<file path="src/rtl/datamover_rd_ctrl_if.sv">
// Bundle of request, status, MM2S command and stream signals
// for the datamover read controller.
interface datamover_rd_ctrl_if;
    logic        i_req_valid;
    logic        o_req_ready;
    logic [31:0] i_req_addr;
    logic [23:0] i_req_bytes;

    logic        o_busy;
    logic        o_done;
    logic        o_err_unexp;

    logic        i_mm2s_rd_cmd_tready;
    logic        o_mm2s_rd_cmd_tvalid;
    logic [71:0] o_mm2s_rd_cmd_tdata;

    logic [63:0] i_mm2s_rd_tdata;
    logic [7:0]  i_mm2s_rd_tkeep;
    logic        i_mm2s_rd_tvalid;
    logic        i_mm2s_rd_tlast;
    logic        o_mm2s_rd_tready;

    logic [63:0] o_m_tdata;
    logic [7:0]  o_m_tkeep;
    logic        o_m_tvalid;
    logic        o_m_tlast;
    logic        i_m_tready;

    modport slave (
        input  i_req_valid, i_req_addr, i_req_bytes,
        input  i_mm2s_rd_cmd_tready,
        input  i_mm2s_rd_tdata, i_mm2s_rd_tkeep,
        input  i_mm2s_rd_tvalid, i_mm2s_rd_tlast,
        input  i_m_tready,
        output o_req_ready, o_busy, o_done, o_err_unexp,
        output o_mm2s_rd_cmd_tvalid, o_mm2s_rd_cmd_tdata,
        output o_mm2s_rd_tready,
        output o_m_tdata, o_m_tkeep, o_m_tvalid, o_m_tlast
    );

    modport master (
        output i_req_valid, i_req_addr, i_req_bytes,
        output i_mm2s_rd_cmd_tready,
        output i_mm2s_rd_tdata, i_mm2s_rd_tkeep,
        output i_mm2s_rd_tvalid, i_mm2s_rd_tlast,
        output i_m_tready,
        input  o_req_ready, o_busy, o_done, o_err_unexp,
        input  o_mm2s_rd_cmd_tvalid, o_mm2s_rd_cmd_tdata,
        input  o_mm2s_rd_tready,
        input  o_m_tdata, o_m_tkeep, o_m_tvalid, o_m_tlast
    );
endinterface

</file>
<file path="src/rtl/datamover_rd_ctrl.sv">
// Splits a transfer request into MM2S read commands of at most
// CHUNK_BYTES and forwards the returned stream downstream.
module datamover_rd_ctrl #(
    parameter int CHUNK_BYTES     = 256,
    parameter int MAX_OUTSTANDING = 4
) (
    input  logic clk,
    input  logic rst,
    datamover_rd_ctrl_if.slave bus
);
    typedef enum logic [1:0] {IDLE, CMD, DRAIN} state_t;

    state_t      state, state_n;
    logic [31:0] addr, addr_n;
    logic [23:0] remaining, rem_n;
    logic [7:0]  tag, tag_n;
    logic [3:0]  outstanding, out_n;
    logic        cmd_tvalid, tvalid_n;
    logic [71:0] cmd_tdata, tdata_n;
    logic        done, done_n, err_unexp;
    logic        cmd_hs, tlast_beat, last_ret, can_issue;
    logic [8:0]  btt, btt_n;

    function automatic logic [8:0] chunk(input logic [23:0] r);
        return (r < 24'(CHUNK_BYTES)) ? r[8:0] : 9'(CHUNK_BYTES);
    endfunction

    assign cmd_hs     = cmd_tvalid & bus.i_mm2s_rd_cmd_tready;
    assign tlast_beat = bus.i_mm2s_rd_tvalid & bus.i_m_tready
                      & bus.i_mm2s_rd_tlast;
    assign last_ret   = tlast_beat && (outstanding != 4'd0);
    assign btt        = chunk(remaining);

    // A tlast with nothing outstanding is flagged, not counted.
    always_comb begin
        out_n = outstanding;
        if (cmd_hs && !last_ret)
            out_n = outstanding + 4'd1;
        else if (!cmd_hs && last_ret)
            out_n = outstanding - 4'd1;
    end

    assign can_issue = out_n < 4'(MAX_OUTSTANDING);

    always_comb begin
        state_n  = state;
        addr_n   = addr;
        rem_n    = remaining;
        tag_n    = tag;
        tvalid_n = cmd_tvalid;
        done_n   = 1'b0;
        unique case (state)
            IDLE: begin
                if (bus.i_req_valid) begin
                    if (bus.i_req_bytes != 24'd0) begin
                        state_n  = CMD;
                        addr_n   = bus.i_req_addr;
                        rem_n    = bus.i_req_bytes;
                        tag_n    = 8'd0;
                        tvalid_n = 1'b1;
                    end else begin
                        done_n = 1'b1;
                    end
                end
            end
            CMD: begin
                if (cmd_hs) begin
                    addr_n = addr + {23'd0, btt};
                    rem_n  = remaining - {15'd0, btt};
                    tag_n  = tag + 8'd1;
                    if (rem_n == 24'd0) begin
                        state_n  = DRAIN;
                        tvalid_n = 1'b0;
                    end else begin
                        tvalid_n = can_issue;
                    end
                end else if (!cmd_tvalid) begin
                    tvalid_n = can_issue;
                end
            end
            DRAIN: begin
                if (out_n == 4'd0) begin
                    state_n = IDLE;
                    done_n  = 1'b1;
                end
            end
            default: state_n = IDLE;
        endcase
        btt_n   = chunk(rem_n);
        tdata_n = {tag_n, addr_n, 1'b0, 1'b1, 7'd1, 14'd0, btt_n};
    end

    always_ff @(posedge clk) begin
        if (rst) begin
            state       <= IDLE;
            addr        <= 32'd0;
            remaining   <= 24'd0;
            tag         <= 8'd0;
            outstanding <= 4'd0;
            cmd_tvalid  <= 1'b0;
            cmd_tdata   <= 72'd0;
            done        <= 1'b0;
            err_unexp   <= 1'b0;
        end else begin
            state       <= state_n;
            addr        <= addr_n;
            remaining   <= rem_n;
            tag         <= tag_n;
            outstanding <= out_n;
            cmd_tvalid  <= tvalid_n;
            // Load only for a fresh command so a stalled one stays stable.
            if (tvalid_n && (!cmd_tvalid || cmd_hs))
                cmd_tdata <= tdata_n;
            done        <= done_n;
            err_unexp   <= tlast_beat && (outstanding == 4'd0);
        end
    end

    assign bus.o_req_ready          = (state == IDLE);
    assign bus.o_busy               = (state != IDLE);
    assign bus.o_done               = done;
    assign bus.o_err_unexp          = err_unexp;
    assign bus.o_mm2s_rd_cmd_tvalid = cmd_tvalid;
    assign bus.o_mm2s_rd_cmd_tdata  = cmd_tdata;
    assign bus.o_mm2s_rd_tready     = bus.i_m_tready;
    assign bus.o_m_tdata            = bus.i_mm2s_rd_tdata;
    assign bus.o_m_tkeep            = bus.i_mm2s_rd_tkeep;
    assign bus.o_m_tvalid           = bus.i_mm2s_rd_tvalid;
    assign bus.o_m_tlast            = bus.i_mm2s_rd_tlast
                                    & (state == DRAIN)
                                    & (outstanding == 4'd1);
endmodule
</file>
<file path="src/flat_wrapper.sv">
// flat-port wrapper written by rule: the top's interface ports become plain ports
module datamover_rd_ctrl_flat 
#(
    parameter int CHUNK_BYTES     = 256,
    parameter int MAX_OUTSTANDING = 4
)
  (clk, rst, bus_i_req_valid, bus_i_req_addr, bus_i_req_bytes, bus_i_mm2s_rd_cmd_tready, bus_i_mm2s_rd_tdata, bus_i_mm2s_rd_tkeep, bus_i_mm2s_rd_tvalid, bus_i_mm2s_rd_tlast, bus_i_m_tready, bus_o_req_ready, bus_o_busy, bus_o_done, bus_o_err_unexp, bus_o_mm2s_rd_cmd_tvalid, bus_o_mm2s_rd_cmd_tdata, bus_o_mm2s_rd_tready, bus_o_m_tdata, bus_o_m_tkeep, bus_o_m_tvalid, bus_o_m_tlast);
  datamover_rd_ctrl_if bus_i ();
  input  logic clk;
  input  logic rst;
  input wire logic [$bits(bus_i.i_req_valid)-1:0] bus_i_req_valid;
  input wire logic [$bits(bus_i.i_req_addr)-1:0] bus_i_req_addr;
  input wire logic [$bits(bus_i.i_req_bytes)-1:0] bus_i_req_bytes;
  input wire logic [$bits(bus_i.i_mm2s_rd_cmd_tready)-1:0] bus_i_mm2s_rd_cmd_tready;
  input wire logic [$bits(bus_i.i_mm2s_rd_tdata)-1:0] bus_i_mm2s_rd_tdata;
  input wire logic [$bits(bus_i.i_mm2s_rd_tkeep)-1:0] bus_i_mm2s_rd_tkeep;
  input wire logic [$bits(bus_i.i_mm2s_rd_tvalid)-1:0] bus_i_mm2s_rd_tvalid;
  input wire logic [$bits(bus_i.i_mm2s_rd_tlast)-1:0] bus_i_mm2s_rd_tlast;
  input wire logic [$bits(bus_i.i_m_tready)-1:0] bus_i_m_tready;
  output wire logic [$bits(bus_i.o_req_ready)-1:0] bus_o_req_ready;
  output wire logic [$bits(bus_i.o_busy)-1:0] bus_o_busy;
  output wire logic [$bits(bus_i.o_done)-1:0] bus_o_done;
  output wire logic [$bits(bus_i.o_err_unexp)-1:0] bus_o_err_unexp;
  output wire logic [$bits(bus_i.o_mm2s_rd_cmd_tvalid)-1:0] bus_o_mm2s_rd_cmd_tvalid;
  output wire logic [$bits(bus_i.o_mm2s_rd_cmd_tdata)-1:0] bus_o_mm2s_rd_cmd_tdata;
  output wire logic [$bits(bus_i.o_mm2s_rd_tready)-1:0] bus_o_mm2s_rd_tready;
  output wire logic [$bits(bus_i.o_m_tdata)-1:0] bus_o_m_tdata;
  output wire logic [$bits(bus_i.o_m_tkeep)-1:0] bus_o_m_tkeep;
  output wire logic [$bits(bus_i.o_m_tvalid)-1:0] bus_o_m_tvalid;
  output wire logic [$bits(bus_i.o_m_tlast)-1:0] bus_o_m_tlast;
  assign bus_i.i_req_valid = bus_i_req_valid;
  assign bus_i.i_req_addr = bus_i_req_addr;
  assign bus_i.i_req_bytes = bus_i_req_bytes;
  assign bus_i.i_mm2s_rd_cmd_tready = bus_i_mm2s_rd_cmd_tready;
  assign bus_i.i_mm2s_rd_tdata = bus_i_mm2s_rd_tdata;
  assign bus_i.i_mm2s_rd_tkeep = bus_i_mm2s_rd_tkeep;
  assign bus_i.i_mm2s_rd_tvalid = bus_i_mm2s_rd_tvalid;
  assign bus_i.i_mm2s_rd_tlast = bus_i_mm2s_rd_tlast;
  assign bus_i.i_m_tready = bus_i_m_tready;
  assign bus_o_req_ready = bus_i.o_req_ready;
  assign bus_o_busy = bus_i.o_busy;
  assign bus_o_done = bus_i.o_done;
  assign bus_o_err_unexp = bus_i.o_err_unexp;
  assign bus_o_mm2s_rd_cmd_tvalid = bus_i.o_mm2s_rd_cmd_tvalid;
  assign bus_o_mm2s_rd_cmd_tdata = bus_i.o_mm2s_rd_cmd_tdata;
  assign bus_o_mm2s_rd_tready = bus_i.o_mm2s_rd_tready;
  assign bus_o_m_tdata = bus_i.o_m_tdata;
  assign bus_o_m_tkeep = bus_i.o_m_tkeep;
  assign bus_o_m_tvalid = bus_i.o_m_tvalid;
  assign bus_o_m_tlast = bus_i.o_m_tlast;
  datamover_rd_ctrl #(.CHUNK_BYTES(CHUNK_BYTES), .MAX_OUTSTANDING(MAX_OUTSTANDING)) u_core (.clk(clk), .rst(rst), .bus(bus_i));
endmodule
</file>
<file path="config.mk">
export PLATFORM = sky130hd
export DESIGN_NAME = datamover_rd_ctrl_flat
export DESIGN_NICKNAME = d
export VERILOG_FILES = /design/src/rtl/datamover_rd_ctrl_if.sv /design/src/rtl/datamover_rd_ctrl.sv /design/src/flat_wrapper.sv
export SDC_FILE = /design/constraint.sdc
export NUM_CORES = 1
export LEC_CHECK = 0
export ABC_AREA = 1
export CAP_MARGIN = 20
export CORE_MARGIN = 10
export CORE_UTILIZATION = 51
export CTS_BUF_LIST = sky130_fd_sc_hd__clkbuf_4 sky130_fd_sc_hd__clkbuf_8
export CTS_CLUSTER_DIAMETER = 80
export DETAILED_ROUTE_END_ITERATION = 10
export GPL_TIMING_DRIVEN = 0
export PLACE_DENSITY = 0.95
export SETUP_SLACK_MARGIN = 0.05
export SYNTH_ARGS = -nofsm -noshare
export SYNTH_HDL_FRONTEND = slang
export SYNTH_SLANG_ARGS = --single-unit
</file>
<file path="constraint.sdc">
create_clock -name clk -period 7.2 [get_ports clk]
set_clock_uncertainty 0.05 [all_clocks]
set_input_delay 1.44 -clock clk [delete_from_list [all_inputs] [get_ports clk]]
set_output_delay 1.44 -clock clk [all_outputs]
set_load 0.02 [all_outputs]
</file>
# [After elaboration in Yosys (flattened, before gate mapping)]
# Index checks and enable logic that the tools add are counted.
[word_totals] mem_bits_rw=0 word_cells=79 output_inout_bits=152 in_bits=135 n_memories=0 latch_bits=0 reg_bits=124 mem_bits_ro=0
[classes] n_addsub=5 bitwise=5 mul=0 div_mod_pow=0 shifts=0 order_cmp=3 n_eq_ne=8 reduce_logical=17 n_mux=32
[ops] cell="$mux W32" count=3
[ops] cell="$mux W24" count=3
[ops] cell="$pmux W32 S2" count=1
[ops] cell="$lt A24 B9 Y1 const B" count=2
[ops] cell="$pmux W24 S2" count=1
[ops] cell="$add A32 B9 Y32" count=1
[ops] cell="$logic_not A24 Y1" count=1
[ops] cell="$mux W8" count=3
[ops] cell="$reduce_bool A24 Y1" count=1
[ops] cell="$sub A24 B9 Y24" count=1
[ops] cell="$mux W9" count=2
[ops] cell="$pmux W8 S2" count=1
[ops] cell="$mux W2" count=5
[ops] cell="$add A8 B1 Y8 const B" count=1
[ops] cell="$logic_not A4 Y1" count=2
[ops] cell="$mux W1" count=8
[ops] cell="$mux W4" count=2
[ops] cell="$ne A2 B1 Y1 const B" count=4
[ops] cell="$pmux W2 S3" count=1
[ops] cell="$and A1 B1 Y1" count=5
[ops] cell="$logic_and A1 B1 Y1" count=5
[ops] cell="$reduce_and A5 Y1" count=1
[ops] cell="$add A4 B1 Y4 const B" count=1
[ops] cell="$eq A4 B1 Y1 const B" count=1
[ops] cell="other kinds (11)" count=14

# [Depth between registers and ports, before layout]
[logic_depth] ltp_word=11 mapped_depth=27 depth_no_buf=25

# [Worst setup path before layout]
# No wires, ideal clock.
[synth_path] path_kind="input to output" start="in bus_i_mm2s_rd_tlast" end="out bus_o_m_tlast" arrival_ps=1967 path_slack_ps=3743 n_path_buf=0 required_time_ps=5710 path_stages=2 path_cell_list="nand3_1 -> nor3_1"
[synth_via] elab_chain_cells=2
[synth_rtl] element="start, declared" line_no="flat_wrapper.sv:18" rtl="input wire logic [$bits(bus_i.i_mm2s_rd_tlast)-1:0] bus_i_mm2s_rd_tlast;"
[synth_rtl] element="$and A1 B1 Y1" line_no="datamover_rd_ctrl.sv:130" rtl="& (state == DRAIN)"
[synth_rtl] element="$and A1 B1 Y1" line_no="datamover_rd_ctrl.sv:131" rtl="& (outstanding == 4'd1);"
[synth_rtl] element="end, declared" line_no="flat_wrapper.sv:30" rtl="output wire logic [$bits(bus_i.o_m_tlast)-1:0] bus_o_m_tlast;"
# No other way between the ends.

# [Worst setup path after layout]
[layout_path] start="in bus_i_req_bytes[1]" end="reg u_core.cmd_tdata[8], in the netlist u_core.bus.o_mm2s_rd_cmd_tdata[8]"
[layout_via] elab_chain_cells=6 word_cells_on_any_way=10 classes_between="order compare (1); mux (7); reduce/logical (2)"
[layout_rtl] element="start, declared" line_no="flat_wrapper.sv:13" rtl="input wire logic [$bits(bus_i.i_req_bytes)-1:0] bus_i_req_bytes;"
[layout_rtl] element="$reduce_bool A24 Y1" line_no="datamover_rd_ctrl.sv:55" rtl="if (bus.i_req_bytes != 24'd0) begin"
[layout_rtl] element="$mux W24" line_no="datamover_rd_ctrl.sv:55"
[layout_rtl] element="$mux W24" line_no="datamover_rd_ctrl.sv:54" rtl="if (bus.i_req_valid) begin"
[layout_rtl] element="$pmux W24 S2" line_no="datamover_rd_ctrl.sv:52" rtl="unique case (state)"
[layout_rtl] element="$lt A24 B9 Y1" line_no="datamover_rd_ctrl.sv:25" rtl="return (r < 24'(CHUNK_BYTES)) ? r[8:0] : 9'(CHUNK_BYTES);"
[layout_rtl] element="$mux W9" line_no="datamover_rd_ctrl.sv:25"
[layout_rtl] element="end signal, assigned" line_no="datamover_rd_ctrl.sv:113" rtl="cmd_tdata <= tdata_n;"
[layout_rtl] element="end, declared" line_no="datamover_rd_ctrl.sv:19" rtl="logic [71:0] cmd_tdata, tdata_n;"
# Several ways; a longest one is shown, not always the timed one.
# A chain may end at the register's enable or synchronous reset.

==> results.tsv <==
metric	value	unit
worstPathArrival	5.12	ns
ys_warn_count	0	
antenna_found_initial	0	
synth_top_family_by_area	simple AND/OR/NAND/NOR gates	
critPathCaptureType	flop	
tns	0	ns
netlist_area	8430	um^2
clock.fmax	207	MHz
cts_resized	0	
yosysTopAreaCellShare	29.2	%
path_cells	clkdlybuf4s50_1, nor2_1, nand3_1, nor2_1, nand3_1, nand2_1, buf_2, inv_1, clkbuf_1, o22ai_1, nand3_1, nor2_1, and3_1, nand3_1, nand2_1, nor2_1	
synth_edf_count	0	
timing.final.crit_share	67.0	%
area_growth	32.3	%
viasPerCell	5.31	
cts_buffers	17	
layout-drive-gt1-share	9.74	%
cts.sinks	123	
powerDensity	251	nW/um^2
cts_buffer_depth	2	
clkTransAtPathRegs	0.07	ns
grt.busiest_layer	met2	
ys_seq_elements	123	
cp_data_required_time	7.50	ns
synth_cells	1359	
gp_congestion	0.992	
utilization	69.4	%
p_total	0.00280	W
max-slew-margin-rel	45.2	%
die_w	149	um
ant_nets	0	
io_buffers	192	
use_met2	45.2	%
peakVddDrop	212	uV
synth_area_leaders	dfxtp_1, nand2_1, nor2_1	
path_max_fanout	10	
grt_pass1_vias	9221	
seqPwrFrac	31.2	%
power.switching	0.00112	W
track_usage	27.3	%
nets	1741	
tightest_slew	0.822	ns
cts_max_level	4	
ff2ff_setup_slack	2.59	ns
worst_hold_path_type	reg2reg	
drc_errors	0	
critical_path_class	in2reg	
dp_hpwl	24600	um
dr.pass1.iters	6	
clkPwrFrac	25.6	%
start_util	52.5	%
swShare	39.9	%
cts_hold_buffers	0	
drv_slew	0	
rows	46	
synth_area_leader_cell	dfxtp_1	
die-height	149	um
postRouteWirelength	31700	um
wl_per_cell	17.4	um
clockRootBuffer	clkbuf_8	
crit_buf_inv	4	
die_area	22100	um^2
ys_types	49	
cp_slowest_cell	nor2_1	
critical_path.max_stage_delay	0.62	ns
hold_violations	0	
synth_ff_type	dfxtp_1	
core_region_area	16100	um^2
cts_tree	built	
synth-xor-area-share	1.45	%
num_io_pins	287	
synthMuxAreaShare	0	%
synth-simple-area-share	32.0	%
power_frac_comb	43.2	%
synth-compound-area-share	14.7	%
p_leak	5.15	nW
grt_overflow	0	
insertion_delay	0.46	ns
drv_cap	0	
grtUsageMet1	33.3	%
status	complete, no violations	
met3_usage	7.83	%
cts_setup_buffers	0	
rsz0062_at_grt	false	
grt_pass1_wl	48500	um
synth-seq-area-share	29.2	%
period_needed	4.82	ns
synth_fa_ha_area_share	2.32	%
num_vias	9661	
async_reset_ff_share	0	%
grt_max_degree	17	
p_int	0.00168	W
dr.first_iter.drc_count	1202	
startpoint_type	input pin	
antenna_cells	0	
syn_avg_cell_area	6.20	um^2
setup_violations	0	
yosysMostFrequentCell	nand2_1	
path_delay_family	simple AND/OR/NAND/NOR gates	
yosys-top-cells-count	nand2_1, nor2_1, inv_1, dfxtp_1, buf_4	
==> worst min-delay path: cells and delay by family (launching register included) <==
kind / cells / cell delay (ns)
DFF: 1 / 0.33
buffers and inverters: 1 / 0.06
AOI/OAI and AO/OA: 1 / 0.05
==> layout by cell type (no fill, tap or decap), types with 28 or more instances in the layout <==
| master | Yosys | routed |
|---|---|---|
| nand3_1 | 75 | 75 |
| nor2_1 | 214 | 214 |
| nand4_1 | 28 | 28 |
| clkbuf_1 | 31 | 31 |
| a21oi_1 | 74 | 74 |
| clkdlybuf4s50_1 | 0 | 192 |
| nand2_1 | 285 | 285 |
| buf_4 | 96 | 96 |
| o21ai_0 | 89 | 89 |
| inv_1 | 196 | 196 |
| dfxtp_1 | 123 | 123 |
==> per-layer routing <==
metal / vias up / wire, um
met4: 0 / 785
met1: 4330 / 12400
met2: 576 / 14700
li1: 4679 / -
met3: 76 / 3830
met5: - / 0
==> metrics by stage <==
step | cell area [um^2] | instances | setup slack (ns) | hold WS [ns]
finish | 11200 | 1818 | 2.38 | 0.436
CTS | 11200 | 1818 | 2.49 | 0.438
global route | 11200 | 1818 | 2.22 | 0.478
floorplan | 8510 | 1380 | 3.74 | 0.424
global placement | 10700 | 1788 | 2.01 | 0.413
detailed placement | 10700 | 1788 | 2.03 | 0.417
==> logic make-up (layout without fill, tap and decap cells) <==
family                     Yosys count  count (layout)
and+or+nand+nor                    645             645
buffers and inverters              340             562
AOI/OAI and AO/OA                  221             221
DFF                                123             123
adders and majority gates           15              15
xor gates and xnor gates            14              14
other                                1              22
==> worst paths after layout <==
kind,from,end,cells after the start
worst max-delay path,bus_i_req_bytes[1],u_core.bus.o_mm2s_rd_cmd_tdata[8],16
worst min-delay path,u_core.bus.o_mm2s_rd_cmd_tdata[30],u_core.bus.o_mm2s_rd_cmd_tdata[30],2
worst max register to register,u_core.remaining[17],u_core.bus.o_mm2s_rd_cmd_tdata[60],23
worst min register to register,u_core.bus.o_mm2s_rd_cmd_tdata[30],u_core.bus.o_mm2s_rd_cmd_tdata[30],2
==> power groups by stage <==
stage | Clock, W | Combinational [W] | Sequential (W)
finish | 0.000718 | 0.00121 | 0.000874
global route | 0.000746 | 0.00132 | 0.000885
CTS | 0.000716 | 0.00119 | 0.000871
detailed placement | 0 | 0.00118 | 0.000885
global placement | 0 | 0.00116 | 0.000880
floorplan | 0 | 0.000680 | 0.000949
==> final cells by class <==
class	count	area, um^2
plain buffers	141	962
clock buffers	23	317
clock inverters	7	135
fillers	1387	4910
inverters	199	747
multi-input cells	917	4340
flip-flops and latches	123	2460
well taps	216	270
repair buffers	192	1920
==> flip-flops by register name (all words and copies together) (netlist names) <==
signal,cells
u_core.bus.o_mm2s_rd_cmd_tvalid,1
u_core.state,2
u_core.bus.o_err_unexp,1
u_core.bus.o_mm2s_rd_cmd_tdata,50
u_core.addr,32
u_core.remaining,24
u_core.bus.o_done,1
u_core.tag,8
u_core.outstanding,4
No activity file was read; power rests on OpenSTA's default activity.
